===== src/rtl/adc_serial_tx_if.sv =====
// Signal bundle between the host/sample source (master) and adc_serial_tx (slave).
interface adc_serial_tx_if #(parameter int DATA_W = 16);
    logic              slp;
    logic              rst_adc;
    logic              dac_stp_ext;
    logic [DATA_W-1:0] sample_data;
    logic              sample_valid;
    logic              sample_ready;
    logic              clk_s_d_out;
    logic              adc_out;
    logic              busy;
    logic              frame_done;
    logic              underrun;
    logic              overrun;

    modport master (
        output slp, rst_adc, dac_stp_ext, sample_data, sample_valid,
        input  sample_ready, clk_s_d_out, adc_out, busy, frame_done, underrun, overrun
    );

    modport slave (
        input  slp, rst_adc, dac_stp_ext, sample_data, sample_valid,
        output sample_ready, clk_s_d_out, adc_out, busy, frame_done, underrun, overrun
    );
endinterface


===== src/rtl/adc_serial_tx.sv =====
// Serial ADC transmitter: on a DAC_STP_EXT rising edge, shifts one sample out MSB first with CLK_S_D_OUT.
// Optional ADC_TX_PATTERN_EN replaces sample_data with an internal per-frame ramp.
module adc_serial_tx #(
    parameter int DATA_W   = 16,
    parameter int HALF_DIV = 4,
    parameter int GAP_CYC  = 2
) (
    input  logic            clk,
    input  logic            rst,
    adc_serial_tx_if.slave  bus
);
    localparam int HW = (HALF_DIV > 1) ? $clog2(HALF_DIV) : 1;
    localparam int BW = $clog2(DATA_W + 1);
    localparam int GW = (GAP_CYC > 1) ? $clog2(GAP_CYC) : 1;

    typedef enum logic [1:0] {IDLE, SHIFT, GAP} state_t;

    state_t            state_q, state_d;
    logic [DATA_W-1:0] shreg_q, shreg_d;
    logic [HW-1:0]     half_q, half_d;
    logic [BW-1:0]     bit_q, bit_d;
    logic [GW-1:0]     gap_q, gap_d;
    logic              sclk_q, sclk_d;
    logic              done_q, done_d;
    logic              under_q, under_d;
    logic              over_q, over_d;
    logic              stp_q;
    logic              abort, start;
    logic [DATA_W-1:0] cap_data;
    logic              cap_valid;

    assign abort = bus.slp | bus.rst_adc;
    assign start = bus.dac_stp_ext & ~stp_q;

`ifdef ADC_TX_PATTERN_EN
    logic [DATA_W-1:0] ramp_q, ramp_d;
    logic              unused_sample;
    assign unused_sample    = ^{bus.sample_data, bus.sample_valid};
    assign cap_data         = ramp_q;
    assign cap_valid        = 1'b1;
    assign bus.sample_ready = 1'b0;

    always_comb begin
        ramp_d = ramp_q;
        if (!abort && state_q == IDLE && start) ramp_d = ramp_q + 1'b1;
    end

    always_ff @(posedge clk or posedge rst) begin
        if (rst) ramp_q <= '0;
        else     ramp_q <= ramp_d;
    end
`else
    assign cap_data         = bus.sample_data;
    assign cap_valid        = bus.sample_valid;
    assign bus.sample_ready = (state_q == IDLE) & start & ~abort;
`endif

    always_comb begin
        state_d = state_q;
        shreg_d = shreg_q;
        half_d  = half_q;
        bit_d   = bit_q;
        gap_d   = gap_q;
        sclk_d  = sclk_q;
        done_d  = 1'b0;
        under_d = under_q;
        over_d  = over_q;
        if (abort) begin
            state_d = IDLE;
            shreg_d = '0;
            half_d  = '0;
            bit_d   = '0;
            gap_d   = '0;
            sclk_d  = 1'b0;
        end else begin
            case (state_q)
                IDLE: begin
                    if (start) begin
                        shreg_d = cap_valid ? cap_data : '0;
                        under_d = under_q | ~cap_valid;
                        half_d  = '0;
                        bit_d   = '0;
                        state_d = SHIFT;
                    end
                end
                SHIFT: begin
                    if (start) over_d = 1'b1;
                    if (half_q == HW'(HALF_DIV - 1)) begin
                        half_d = '0;
                        sclk_d = ~sclk_q;
                        // rising edges are counted; the falling edge after the last one ends the frame
                        if (!sclk_q)                   bit_d   = bit_q + 1'b1;
                        else if (bit_q == BW'(DATA_W)) begin
                            state_d = GAP;
                            gap_d   = '0;
                        end else                       shreg_d = {shreg_q[DATA_W-2:0], 1'b0};
                    end else begin
                        half_d = half_q + 1'b1;
                    end
                end
                GAP: begin
                    if (start) over_d = 1'b1;
                    if (gap_q == GW'(GAP_CYC - 1)) begin
                        gap_d   = '0;
                        done_d  = 1'b1;
                        state_d = IDLE;
                    end else begin
                        gap_d = gap_q + 1'b1;
                    end
                end
                default: state_d = IDLE;
            endcase
        end
    end

    always_ff @(posedge clk or posedge rst) begin
        if (rst) begin
            state_q <= IDLE;
            shreg_q <= '0;
            half_q  <= '0;
            bit_q   <= '0;
            gap_q   <= '0;
            sclk_q  <= 1'b0;
            done_q  <= 1'b0;
            under_q <= 1'b0;
            over_q  <= 1'b0;
            stp_q   <= 1'b0;
        end else begin
            state_q <= state_d;
            shreg_q <= shreg_d;
            half_q  <= half_d;
            bit_q   <= bit_d;
            gap_q   <= gap_d;
            sclk_q  <= sclk_d;
            done_q  <= done_d;
            under_q <= under_d;
            over_q  <= over_d;
            stp_q   <= bus.dac_stp_ext;
        end
    end

    assign bus.clk_s_d_out = sclk_q;
    assign bus.adc_out     = (state_q == SHIFT) & shreg_q[DATA_W-1];
    assign bus.busy        = (state_q != IDLE);
    assign bus.frame_done  = done_q;
    assign bus.underrun    = under_q;
    assign bus.overrun     = over_q;
endmodule


===== src/flat_wrapper.sv =====
// flat-port wrapper written by rule: the top's interface ports become plain ports
module adc_serial_tx_flat 
#(
    parameter int DATA_W   = 16,
    parameter int HALF_DIV = 4,
    parameter int GAP_CYC  = 2
)
  (clk, rst, bus_slp, bus_rst_adc, bus_dac_stp_ext, bus_sample_data, bus_sample_valid, bus_sample_ready, bus_clk_s_d_out, bus_adc_out, bus_busy, bus_frame_done, bus_underrun, bus_overrun);
  adc_serial_tx_if #(.DATA_W(DATA_W)) bus_i ();
  input  logic clk;
  input  logic rst;
  input wire logic [$bits(bus_i.slp)-1:0] bus_slp;
  input wire logic [$bits(bus_i.rst_adc)-1:0] bus_rst_adc;
  input wire logic [$bits(bus_i.dac_stp_ext)-1:0] bus_dac_stp_ext;
  input wire logic [$bits(bus_i.sample_data)-1:0] bus_sample_data;
  input wire logic [$bits(bus_i.sample_valid)-1:0] bus_sample_valid;
  output wire logic [$bits(bus_i.sample_ready)-1:0] bus_sample_ready;
  output wire logic [$bits(bus_i.clk_s_d_out)-1:0] bus_clk_s_d_out;
  output wire logic [$bits(bus_i.adc_out)-1:0] bus_adc_out;
  output wire logic [$bits(bus_i.busy)-1:0] bus_busy;
  output wire logic [$bits(bus_i.frame_done)-1:0] bus_frame_done;
  output wire logic [$bits(bus_i.underrun)-1:0] bus_underrun;
  output wire logic [$bits(bus_i.overrun)-1:0] bus_overrun;
  assign bus_i.slp = bus_slp;
  assign bus_i.rst_adc = bus_rst_adc;
  assign bus_i.dac_stp_ext = bus_dac_stp_ext;
  assign bus_i.sample_data = bus_sample_data;
  assign bus_i.sample_valid = bus_sample_valid;
  assign bus_sample_ready = bus_i.sample_ready;
  assign bus_clk_s_d_out = bus_i.clk_s_d_out;
  assign bus_adc_out = bus_i.adc_out;
  assign bus_busy = bus_i.busy;
  assign bus_frame_done = bus_i.frame_done;
  assign bus_underrun = bus_i.underrun;
  assign bus_overrun = bus_i.overrun;
  adc_serial_tx #(.DATA_W(DATA_W), .HALF_DIV(HALF_DIV), .GAP_CYC(GAP_CYC)) u_core (.clk(clk), .rst(rst), .bus(bus_i));
endmodule

===== config.mk =====
export PLATFORM = sky130hd
export DESIGN_NAME = adc_serial_tx_flat
export DESIGN_NICKNAME = d
export VERILOG_FILES = /design/src/rtl/adc_serial_tx_if.sv /design/src/rtl/adc_serial_tx.sv /design/src/flat_wrapper.sv
export SDC_FILE = /design/constraint.sdc
export NUM_CORES = 1
export LEC_CHECK = 0
export CORE_ASPECT_RATIO = 1.1
export CORE_MARGIN = 2
export CORE_UTILIZATION = 50
export CTS_CLUSTER_DIAMETER = 100
export DETAILED_ROUTE_END_ITERATION = 10
export MAX_ROUTING_LAYER = met4
export PLACE_DENSITY = 0.74
export SYNTH_ARGS = -nofsm -noshare
export SYNTH_HDL_FRONTEND = slang
export SYNTH_SLANG_ARGS = --single-unit

===== constraint.sdc =====
create_clock -name clk -period 2.4 [get_ports clk]
set_clock_uncertainty 0.1 [all_clocks]
set_input_delay 0.6 -clock clk [delete_from_list [all_inputs] [get_ports clk]]
set_output_delay 0.6 -clock clk [all_outputs]
set_load 0.005 [all_outputs]

### Word-level counts from Yosys, hierarchy flattened

Index checks and enable logic that the tools add are counted.
W data, S select, Z words.

| word-level totals | value |
|---|---|
| register bits after elaboration | 31 |
| input port bits | 22 |
| output and inout bits | 7 |
| word-level logic and storage cells | 84 |

| cells by class | value |
|---|---|
| add/subtract/negate cells | 3 |
| eq/ne operators | 11 |
| mux-type cells | 35 |
| bitwise gates (word level) | 10 |
| reduce and logical (&&, ||, !) cells | 15 |

Operators with widths:

| operator | number |
|---|---|
| $mux W16 | 6 |
| $pmux W16 S2 | 1 |
| $mux W5 | 4 |
| $mux W2 | 9 |
| $ne A3 B1 Y1 const B | 5 |
| $mux W1 | 11 |
| $pmux W5 S2 | 1 |
| $reduce_and A5 Y1 | 2 |
| $reduce_and A4 Y1 | 2 |
| $pmux W2 S3 | 1 |
| $reduce_and A3 Y1 | 2 |
| $reduce_bool A2 Y1 | 3 |
| $reduce_bool A3 Y1 | 2 |
| $add A5 B1 Y5 const B | 1 |
| $eq A5 B5 Y1 const B | 1 |
| $and A1 B1 Y1 | 4 |
| $eq A2 B2 Y1 const B | 2 |
| $not A1 Y1 | 4 |
| $pmux W2 S2 | 1 |
| $reduce_and A2 Y1 | 2 |
| $ne A3 B2 Y1 const B | 1 |
| $ne A3 B3 Y1 const B | 1 |
| $add A2 B1 Y2 const B | 1 |
| $eq A2 B1 Y1 const B | 1 |
| other kinds (5) | 6 |

### Depth between registers and ports, before layout

| logic depth | value |
|---|---|
| word-level depth | 6 |
| depth in mapped cells | 7 |
| depth with buffers taken out | 6 |

### Worst setup path before layout

OpenSTA, ideal clock, no wires.

| timing path | value |
|---|---|
| path type | register to output |
| start | register u_core.state_q[1] |
| end | output bus_adc_out |
| arrival time | 1367 ps |
| required time | 1700 ps |
| path slack | 333 ps |
| stages on the path, launching flop included | 6 |
| buffers on the path | 2 |
| path through | dfrtp_1 -> inv_1 -> ha_1 -> buf_2 -> clkbuf_1 -> and2_1 |

| between the ends | value |
|---|---|
| word-level cells in the longest chain between the ends | 2 |

Ends and longest elaborated chain:

| element | line | text |
|---|---|---|
| start: declaration | adc_serial_tx.sv:18 | `state_t state_q, state_d;` |
| start signal: assignment | adc_serial_tx.sv:129 | `state_q <= state_d;` |
| $eq A2 B1 Y1 | adc_serial_tx.sv:143 | `assign bus.adc_out = (state_q == SHIFT) & shreg_q[DATA_W-1];` |
| $and A1 B1 Y1 | adc_serial_tx.sv:143 |  |
| end: declaration | flat_wrapper.sv:19 | `output wire logic [$bits(bus_i.adc_out)-1:0] bus_adc_out;` |

Every way passes these cells.

### Worst setup path in the final report

| timing path | value |
|---|---|
| start | input bus_dac_stp_ext |
| end | output bus_sample_ready |

| between the ends | value |
|---|---|
| word-level cells in the longest chain between the ends | 3 |

Ends and longest elaborated chain:

| element | line | text |
|---|---|---|
| start: declaration | flat_wrapper.sv:14 | `input wire logic [$bits(bus_i.dac_stp_ext)-1:0] bus_dac_stp_ext;` |
| $and A1 B1 Y1 | adc_serial_tx.sv:33 | `assign start = bus.dac_stp_ext & ~stp_q;` |
| $and A1 B1 Y1 (2 in a row) | adc_serial_tx.sv:55 | `assign bus.sample_ready = (state_q == IDLE) & start & ~abort;` |
| end: declaration | flat_wrapper.sv:17 | `output wire logic [$bits(bus_i.sample_ready)-1:0] bus_sample_ready;` |

Every way passes these cells.

==> impl_metrics.ini <==
[global_routing]
grt_pass1_vias = 1357
grt_pass1_wl_um = 6280
grt_overflow = 0
grt_usage_pct = 22.7
grt_max_degree = 32
antenna_found_initial = 0

[run_status]
status = finished clean

[timing]
period_share_pct = 97.2
finalHoldViolations = 0
setup_viol = 0
max_freq_ghz = 0.429
relSlewSlack_pct = 70.8
slew_violations = 0
tightest_slew_ns = 0.438
rsz0062_at_grt = no
period_minus_slack_ns = 2.33
whs_ns = 0.370
fin_ws_ns = 0.0675

[placed_design]
place.detailed.hpwl_um = 2690
dpl_cell_area_mm2 = 0.00206
portBuffers = 28
dp_slack_ns = -0.282
gp_congestion = 0.779

[routing]
routed_wl_um = 3750
dr.pass1.iters = 4
drc = 0
drt_iter0_drc = 83
routed_via_density = 6.06
drt.antenna.violating_nets = 0
route.vias.total = 1339
wire_per_inst_um = 17.0

[cts]
tritoncts = done
ctsHoldBuffers = 0
clk_pin_slew_worst_paths_ns = 0.09
cts_buffer_depth = 2
clockRootBuffer = clkbuf_4
cts-htree-levels = 2
numCtsBuffers = 5
clock-sinks = 31
clk_latency_ns = 0.33

[floorplanning]
die_w_um = 59.1
dieArea_mm2 = 0.00382
start_util_pct = 51.0
rows = 22
num_io_pins = 29
core_mm2 = 0.00328
dieHeight_um = 64.6

[power_and_ir_drop]
p_sw_share_pct = 26.0
power_density_mw_per_mm2 = 482
power.internal_mw = 0.770
power.total_mw = 1.04
p_sw_mw = 0.270
combPwrFrac_pct = 17.1
ir_drop_v = 0.000287
p_seq_share_pct = 53.2
clkPwrFrac_pct = 29.7
leakagePower_nw = 0.931

[logic_synthesis]
synth_area_mm2 = 0.00167
yosys_most_used_dff = dfrtp_1
yosysWarnings = 0
ys_seq_area_share_pct = 46.5
syn_inst = 144
synth_top_area_cell = dfrtp_1
synth_top_area_share_pct = 46.5
ys_ff_latch = 31
ys_types = 37
ys_async_sr_fraction_pct = 100
synth_enable_flop_cells = 0
synth_nets = 173
postSynthAreaPerCell_um2 = 11.6
synthTopCellsByArea = dfrtp_1 (46%), o2bb2ai_2 (9.0%), a22oi_1 (6.3%)

[worst_setup_path]
cp_cell_sequence = clkdlybuf4s50_1 > nor2b_4 > and3_4 > clkdlybuf4s15_1
worstSetupStartpointType = input pin
path_max_fanout = 2
arrival_ns = 1.63
critPathCaptureType = primary output
crit_required_ns = 1.70
slowest_stage = clkdlybuf4s50_1
slowest_delay_ns = 0.48
crit_type = input pin to primary output

[cells_and_area]
area_growth_pct = 29.4
final_common_cell = dfrtp_1
fin_nets = 214
n_antenna_cell = 0
final_layout_size_suffix_gt1_share_pct = 24.9
mostFrequentLayoutCells = dfrtp_1 (31), clkdlybuf4s50_1 (26), a22oi_1 (14)
fin_area_mm2 = 0.00216

[flow_run]
cap_violations = 0

[hold_path]
min_path_type = flop to flop
==> repair_timing <==
action                                  in CTS  in global routing
buffers inserted                             0                  1
resized for setup                            7                  4
endpoints found under the setup margin       3                  3
==> kinds of logic (layout without fill, tap and decap cells) <==
kind of cell	Yosys count	count (layout)	synth area share, %
AOI/OAI and AO/OA	60	60	32.2
DFF	31	31	46.5
and+or+nand+nor	28	28	10.8
buffers and inverters	17	58	4.80
adders and majority gates	7	7	5.25
xor gates and xnor gates	1	1	0.525
==> stage by stage <==
step / instances / utilization [%] / TNS [ns]
4_1_cts: 220 / 65.2 / 0
3_5_place_dp: 213 / 63.0 / -0.282
5_1_grt: 221 / 65.9 / 0
6_report: 221 / 65.9 / 0
3_3_place_gp: 213 / 63.0 / -0.262
2_1_floorplan: 144 / - / 0
==> worst max-delay path, delay by kind of cell <==
kind                   cells  cell delay (ns)
buffers and inverters      2             0.68
AND/OR/NAND/NOR            2             0.35
==> cells in the mapped netlist, drive strengths merged (2+ instances only) <==
cell     number
a21oi         3
a22oi        14
a41oi         2
and3          3
buf           3
clkbuf        3
dfrtp        31
ha            7
inv          11
nand2         7
nand3         5
nor2          4
nor2b         3
o211ai        2
o21ai        10
o2bb2ai      16
o31ai         5
o41ai         3
or3b          2
==> sequential cells by signal, indices dropped and copies added (netlist names) <==
register and flops:
u_core.stp_q 1, u_core.bus.frame_done 1, u_core.bit_q 5, u_core.state_q 2, u_core.bus.underrun 1, u_core.bus.clk_s_d_out 1, u_core.gap_q 1, u_core.bus.overrun 1
u_core.shreg_q 16, u_core.half_q 2
==> worst paths after layout <==
kind | start | to | slack [ns] | cells past startpoint
max in group asynchronous | rst | u_core.bit_q[1]$_DFFE_PP0P_ | 1.37 | 3
min reg2reg | u_core.bus.underrun$_DFFE_PP0P_ | u_core.bus.underrun$_DFFE_PP0P_ | 0.37 | 1
max reg2reg | u_core.state_q[1]$_DFFE_PP0P_ | u_core.bit_q[4]$_DFFE_PP0P_ | 0.40 | 7
max | bus_dac_stp_ext | bus_sample_ready | 0.07 | 4
min | u_core.bus.underrun$_DFFE_PP0P_ | u_core.bus.underrun$_DFFE_PP0P_ | 0.37 | 1
min in group asynchronous | rst | u_core.shreg_q[7]$_DFFE_PP0P_ | 0.55 | 3
==> area by class of cell <==
class | count | area (um^2)
clock buffers | 6 | 51.3
clock inverters | 1 | 5.00
fillers | 244 | 1120
inverters | 11 | 41.3
multi-input cells | 96 | 843
flip-flops and latches | 31 | 776
well taps | 36 | 45.0
repair buffers | 40 | 398
==> routing by layer <==
layer | wire length, um | vias to the layer above | GRT usage, %
li1 | - | 630 | -
met1 | 1550 | 672 | 25.9
met2 | 1980 | 29 | 37.9
met3 | 161 | 8 | 5.99
met4 | 64 | 0 | 8.24
met5 | 0 | - | -
==> power by group through the flow <==
| stage | sequential (mW) | combinational [mW] | clock, mW |
|---|---|---|---|
| floorplan | 0.561 | 0.0860 | 0 |
| finish | 0.554 | 0.178 | 0.309 |
| detailed placement | 0.562 | 0.175 | 0 |
| global placement | 0.561 | 0.170 | 0 |
| global route | 0.556 | 0.195 | 0.342 |
| CTS | 0.553 | 0.177 | 0.319 |
Note: power is estimated with default switching activity, not from simulation.
